`src/rtl/lcrc_tx_sequencer.sv`:
```
// -----------------------------------------------------------------------------
// lcrc_tx_sequencer
//   Data-link TX framer that sequences an external lcrc_32 engine per TLP.
//   The frame for each TLP is: 2-byte sequence header, N payload bytes, 4 LCRC bytes.
//   The engine is cleared at the start of every TLP. It absorbs the header and
//   payload bytes, and its registered result is captured once before the LCRC
//   bytes are emitted LSB first.
//
//   Optional feature (macro LCRC_NULLIFY_EN):
//     Adds input in_nullify, sampled with the accepted in_eop byte. A nullified
//     TLP is sent with inverted LCRC bytes and does not consume a sequence number.
//
// Ports
//   clk, reset         clock; asynchronous active-low reset
//   in_data/in_valid/in_eop/in_ready   payload byte stream (valid/ready)
//   in_nullify         (LCRC_NULLIFY_EN only) nullify the current TLP
//   rb_full            replay buffer full; only gates the start of a TLP
//   crc_clr/crc_en/crc_din             engine control
//   crc_result         engine's registered CRC
//   out_data/out_valid/out_sop/out_eop/out_ready  framed byte stream
//   seq_num            sequence number of the next TLP to be framed
//   len_err            sticky payload-overlength flag
// -----------------------------------------------------------------------------
module lcrc_tx_sequencer #(
    parameter int          WIDTH     = 8,
    parameter logic [11:0] SEQ_INIT  = 12'h000,
    parameter int          MAX_BYTES = 4096
) (
    input  logic             clk,
    input  logic             reset,
    input  logic [WIDTH-1:0] in_data,
    input  logic             in_valid,
    input  logic             in_eop,
`ifdef LCRC_NULLIFY_EN
    input  logic             in_nullify,
`endif
    output logic             in_ready,
    input  logic             rb_full,
    output logic             crc_clr,
    output logic             crc_en,
    output logic [WIDTH-1:0] crc_din,
    input  logic [31:0]      crc_result,
    output logic [WIDTH-1:0] out_data,
    output logic             out_valid,
    output logic             out_sop,
    output logic             out_eop,
    input  logic             out_ready,
    output logic [11:0]      seq_num,
    output logic             len_err
);

    // Counter saturates at MAX_BYTES+1, so it needs room for that value.
    localparam int               CNT_W   = $clog2(MAX_BYTES + 2);
    localparam logic [CNT_W-1:0] MAX_CNT = CNT_W'(MAX_BYTES);

    typedef enum logic [3:0] {
        IDLE, SEQ_HI, SEQ_LO, DATA, CRC_WAIT, CRC0, CRC1, CRC2, CRC3
    } state_t;

    state_t           state, state_d;
    logic             adv;
    logic             load;
    logic [WIDTH-1:0] ld_data;
    logic             ld_sop, ld_eop;
    logic             accept;
    logic [31:0]      crc_hold;
    logic [CNT_W-1:0] byte_cnt;
    logic             nullify_q;
    logic [WIDTH-1:0] crc_mask;

    // The output register advances when empty or when its byte is taken.
    assign adv      = !out_valid || out_ready;
    assign crc_mask = {WIDTH{nullify_q}};

    // ------------------------------------------------------------------ FSM
    always_ff @(posedge clk or negedge reset) begin
        if (!reset) state <= IDLE;
        else        state <= state_d;
    end

    always_comb begin
        state_d  = state;
        crc_clr  = 1'b0;
        crc_en   = 1'b0;
        crc_din  = '0;
        in_ready = 1'b0;
        load     = 1'b0;
        ld_data  = '0;
        ld_sop   = 1'b0;
        ld_eop   = 1'b0;
        accept   = 1'b0;
        case (state)
            IDLE: begin
                // The reset term keeps crc_clr low while reset is held and
                // in_valid happens to be high.
                if (reset && !rb_full && in_valid) begin
                    crc_clr = 1'b1;
                    state_d = SEQ_HI;
                end
            end
            SEQ_HI: begin
                if (adv) begin
                    load    = 1'b1;
                    ld_data = {4'h0, seq_num[11:8]};
                    ld_sop  = 1'b1;
                    crc_en  = 1'b1;
                    crc_din = ld_data;
                    state_d = SEQ_LO;
                end
            end
            SEQ_LO: begin
                if (adv) begin
                    load    = 1'b1;
                    ld_data = seq_num[7:0];
                    crc_en  = 1'b1;
                    crc_din = ld_data;
                    state_d = DATA;
                end
            end
            DATA: begin
                in_ready = adv;
                if (in_valid && adv) begin
                    accept  = 1'b1;
                    load    = 1'b1;
                    ld_data = in_data;
                    crc_en  = 1'b1;
                    crc_din = in_data;
                    if (in_eop) state_d = CRC_WAIT;
                end
            end
            // The engine result for the last byte appears in this cycle.
            CRC_WAIT: state_d = CRC0;
            CRC0: begin
                if (adv) begin
                    load    = 1'b1;
                    ld_data = crc_hold[7:0] ^ crc_mask;
                    state_d = CRC1;
                end
            end
            CRC1: begin
                if (adv) begin
                    load    = 1'b1;
                    ld_data = crc_hold[15:8] ^ crc_mask;
                    state_d = CRC2;
                end
            end
            CRC2: begin
                if (adv) begin
                    load    = 1'b1;
                    ld_data = crc_hold[23:16] ^ crc_mask;
                    state_d = CRC3;
                end
            end
            CRC3: begin
                if (adv) begin
                    load    = 1'b1;
                    ld_data = crc_hold[31:24] ^ crc_mask;
                    ld_eop  = 1'b1;
                    state_d = IDLE;
                end
            end
            default: state_d = IDLE;
        endcase
    end

    // ------------------------------------------------------ output register
    always_ff @(posedge clk or negedge reset) begin
        if (!reset) begin
            out_valid <= 1'b0;
            out_data  <= '0;
            out_sop   <= 1'b0;
            out_eop   <= 1'b0;
        end else if (adv) begin
            out_valid <= load;
            out_data  <= ld_data;
            out_sop   <= ld_sop;
            out_eop   <= ld_eop;
        end
    end

    // ------------------------------------------------- CRC capture, seq num
    always_ff @(posedge clk or negedge reset) begin
        if (!reset) begin
            crc_hold <= '0;
            seq_num  <= SEQ_INIT;
        end else begin
            if (state == CRC_WAIT) crc_hold <= crc_result;
            // A nullified TLP does not consume a sequence number.
            if (state == CRC3 && adv && !nullify_q) seq_num <= seq_num + 12'd1;
        end
    end

    // ------------------------------------------------ payload length check
    always_ff @(posedge clk or negedge reset) begin
        if (!reset) begin
            byte_cnt <= '0;
            len_err  <= 1'b0;
        end else if (crc_clr) begin
            byte_cnt <= '0;
        end else if (accept) begin
            if (byte_cnt >= MAX_CNT) len_err  <= 1'b1;
            if (byte_cnt <= MAX_CNT) byte_cnt <= byte_cnt + 1'b1;
        end
    end

`ifdef LCRC_NULLIFY_EN
    always_ff @(posedge clk or negedge reset) begin
        if (!reset)                 nullify_q <= 1'b0;
        else if (accept && in_eop)  nullify_q <= in_nullify;
    end
`else
    assign nullify_q = 1'b0;
`endif

endmodule

```
`config.mk`:
```
export PLATFORM = sky130hd
export DESIGN_NAME = lcrc_tx_sequencer
export DESIGN_NICKNAME = d
export VERILOG_FILES = /design/src/rtl/lcrc_tx_sequencer.sv
export SDC_FILE = /design/constraint.sdc
export NUM_CORES = 1
export LEC_CHECK = 0
export CORE_UTILIZATION = 55
export DETAILED_ROUTE_END_ITERATION = 10
export PLACE_DENSITY_LB_ADDON = 0.15
export SYNTH_ARGS = -nofsm -noshare
export SYNTH_HDL_FRONTEND = slang
export SYNTH_SLANG_ARGS = --single-unit
```
`constraint.sdc`:
```
create_clock -name clk -period 4.35 [get_ports clk]
set_input_delay 0.87 -clock clk [delete_from_list [all_inputs] [get_ports clk]]
set_output_delay 0.87 -clock clk [all_outputs]
set_load 0.05 [all_outputs]
```
==> flow_summary.ini <==
[sta]
worst_slack_ns = 0.5058
fin_skew_ns = 0.009136
drv_slew = 0
hold_violations = 0
setup_violations = 0
worst_pin_slew_ns = 0.9187
final.setup.tns_ns = 0
fmax_mhz = 260.1
period_share_pct = 88.37
rsz0062_at_grt = false
slew_headroom_pct = 38.75
period_minus_slack_ns = 3.844

[synthesis]
synthArstFlopShare_pct = 100.0
syn_inst = 358
synth-seq-area-share_pct = 47.42
ys.flop_type = dfrtp_1
syn_area_per_cell_um2 = 10.76
synth_commonest_cells = dfrtp_1, mux2_2, nand2_1, nor2_1, clkbuf_1
synth_top_cell_by_area = dfrtp_1
ys_warn_count = 0
synth.net_count = 407
synth_edf_count = 0
yosys_register_bits = 73
yosysTopAreaCellShare_pct = 47.42
synth_cell_types = 56
synth.cell_area_mm2 = 0.003852
post-synth-top-count-cell = dfrtp_1
synth.area.top_cells = dfrtp_1, mux2_2, mux2i_1, nand2_1, nand3b_1

[placed_design]
pre_cts_ws_ns = 0.5386
dp_hpwl_um = 6637
placed_cell_area_mm2 = 0.004720
gp_congestion = 0.8412
io_buffers = 80

[critical_path]
required_ns = 3.48
path_cells = clkdlybuf4s50_1, and3b_1, nand2_1, clkinv_1, clkdlybuf4s50_1
cp_slowest_cell = clkdlybuf4s50_1
critPathKind = input port to output pin
r2r_end = byte_cnt[8]$_DFFE_PN0P_
r2r-start = state[3]$_DFFE_PN0P_
cpPeakStageDelay_ns = 0.79
r2r_cells = 4
cp-end-kind = output pin
reg2reg_slack_ns = 1.87
start_kind = input port
crit_path_frequent_cell = clkdlybuf4s50_1
crit_arrival_ns = 2.97
path_max_fanout = 11

[global_routing]
grtUsageMet3_pct = 5.486
grt_overflow = 0
grt_usage_pct = 27.29
grt_start_max_net_pins = 75
grt_antenna_before_repair = 0
grt_pass1_wl_um = 15320
gr-max-usage-layer = met2
gr-usage-met1_pct = 37.53
grt_pass1_vias = 3123
grt.met2_usage_pct = 42.84

[layout]
area_growth_pct = 27.57
nets = 485
diodes = 0
layout-drive-gt1-share_pct = 17.69
fin_area_mm2 = 0.004915

[power]
power.leakage_uw = 0.001998
power.density_mw_per_mm2 = 657.2
ir_worst_vdd_v = 0.0004673
power_uw = 3230

[min_path]
whs_endpoint = out_eop$_DFFE_PN0N_
holdPathStages = 2
hp-class = register to register
min_from = out_eop$_DFFE_PN0N_

[floorplanning]
fp.coreArea_mm2 = 0.006794
num_rows = 30
start_util_pct = 56.70
die_area_mm2 = 0.007343
die_h_um = 85.69
io_pins = 81
die_x_um = 85.69

[outcome]
status = finished, final reports clean

[clocking]
cts.path.max_buffers = 2
h-tree-depth = 3
cts_setup_buffers = 0
clock_sinks = 73
cts_inserted_buffers = 9
clkLatencyLatePin_ns = 0.35
hold_buffers = 0
cts-resized-gates = 0
path_clk_slew_ns = 0.07
tritoncts = done
root_buffer = clkbuf_8

[run]
cap_viol_max_count = 0

[routing]
totalWireLength_um = 9230
vias_per_cell = 5.916
drtIter0Drc = 141
vias = 3177
wl_per_cell_um = 17.19
firstDrtPassIters = 4
drtAntennaViolNets = 0
remaining_drc_errors = 0
[layer usage]
| metal | wire (um) | part of all wire, % | vias up |
|---|---|---|---|
| li1 | - | - | 1485 |
| met3 | 423 | 4.6 | 17 |
| met5 | 0 | 0 | - |
| met4 | 206 | 2.2 | 0 |
| met2 | 4484 | 49 | 101 |
| met1 | 4115 | 45 | 1574 |
[metrics by stage]
| stage | hold slack (ns) | std cells | util, % |
|---|---|---|---|
| 2_1_floorplan | 0.4575 | 358 | - |
| 3_3_place_gp | 0.4679 | 521 | 69.47 |
| 3_5_place_dp | 0.4691 | 521 | 69.47 |
| 4_1_cts | 0.4912 | 537 | 72.34 |
| 5_1_grt | 0.4902 | 537 | 72.34 |
| 6_report | 0.4897 | 537 | 72.34 |
[cells by family after synthesis]
family | Yosys count | share of synthesized area [%]
flip-flops | 73 | 47.42
AO/OA/AOI/OAI | 69 | 12.60
AND/OR/NAND/NOR | 123 | 19.39
multiplexers | 48 | 13.64
buffers and inverters | 30 | 3.248
adder cells (fa/ha/maj) | 3 | 0.9744
XOR/XNOR | 12 | 2.728
[worst max-delay path by stage]
stage                 endpoint  depth (start not counted)  slack, ns      start
detailed placement     crc_clr                          5       0.54   in_valid
CTS                    crc_clr                          5       0.53   in_valid
floorplan           crc_din[4]                          5       0.97  out_ready
finish                 crc_clr                          5       0.51   in_valid
global route           crc_clr                          5       0.38   in_valid
global placement       crc_clr                          5       0.57   in_valid
[layout make-up]
cell class / instances / area, um2
multi-input cells: 255 / 1906
flip-flops and latches: 73 / 1827
well taps: 96 / 120.1
fillers: 516 / 1879
clock buffers: 10 / 137.6
repair buffers: 88 / 833.3
inverters: 9 / 33.78
clock inverters: 6 / 57.56
[state kept, by name, indices dropped and copies added (netlist names)]
| signal | cells |
|---|---|
| crc_hold | 32 |
| out_data | 8 |
| state | 4 |
| out_sop | 1 |
| len_err | 1 |
| seq_num | 12 |
| byte_cnt | 13 |
| out_eop | 1 |
| out_valid | 1 |
[where the power goes]
group / switching, uW / internal, uW / total (uW)
logic: 808 / 657 / 1460
registers: 281 / 953 / 1230
clock network: 254 / 276 / 531
total: 1340 / 1890 / 3230
[cells in the final DEF, fill, tap and decap left out, types with 3 or more instances in the layout]
| cell type | Yosys | final |
|---|---|---|
| clkbuf_8 | 0 | 10 |
| nand4b_1 | 4 | 4 |
| a22oi_1 | 4 | 4 |
| nand4_1 | 6 | 6 |
| inv_1 | 8 | 8 |
| o21ai_0 | 9 | 9 |
| buf_4 | 2 | 17 |
| a21oi_1 | 13 | 13 |
| a32oi_1 | 4 | 4 |
| mux2_2 | 36 | 36 |
| xnor2_1 | 6 | 6 |
| o2bb2ai_1 | 4 | 4 |
| or4_1 | 6 | 6 |
| nor3_1 | 7 | 6 |
| nand2_1 | 32 | 32 |
| nor2b_1 | 4 | 4 |
| clkinv_2 | 0 | 4 |
| and2_1 | 4 | 4 |
| a221o_1 | 5 | 5 |
| xor2_1 | 6 | 6 |
| or4bb_1 | 3 | 3 |
| ha_1 | 3 | 3 |
| a211oi_1 | 3 | 3 |
| clkdlybuf4s50_1 | 0 | 70 |
| nand3b_1 | 9 | 9 |
| nor3b_1 | 3 | 3 |
| nand3_1 | 6 | 6 |
| o22ai_1 | 4 | 4 |
| o21a_1 | 6 | 6 |
| nor4_1 | 3 | 3 |
| dfrtp_1 | 73 | 73 |
| o31ai_1 | 6 | 6 |
| mux2i_1 | 12 | 12 |
| and4_1 | 6 | 6 |
| nor2_1 | 17 | 17 |
[critical path: cells and delay by family]
| family | cells | cell delay [ns] |
|---|---|---|
| AND/OR/NAND/NOR | 2 | 0.43 |
| buffers and inverters | 3 | 1.68 |
Power figures use the tool's default switching activity.
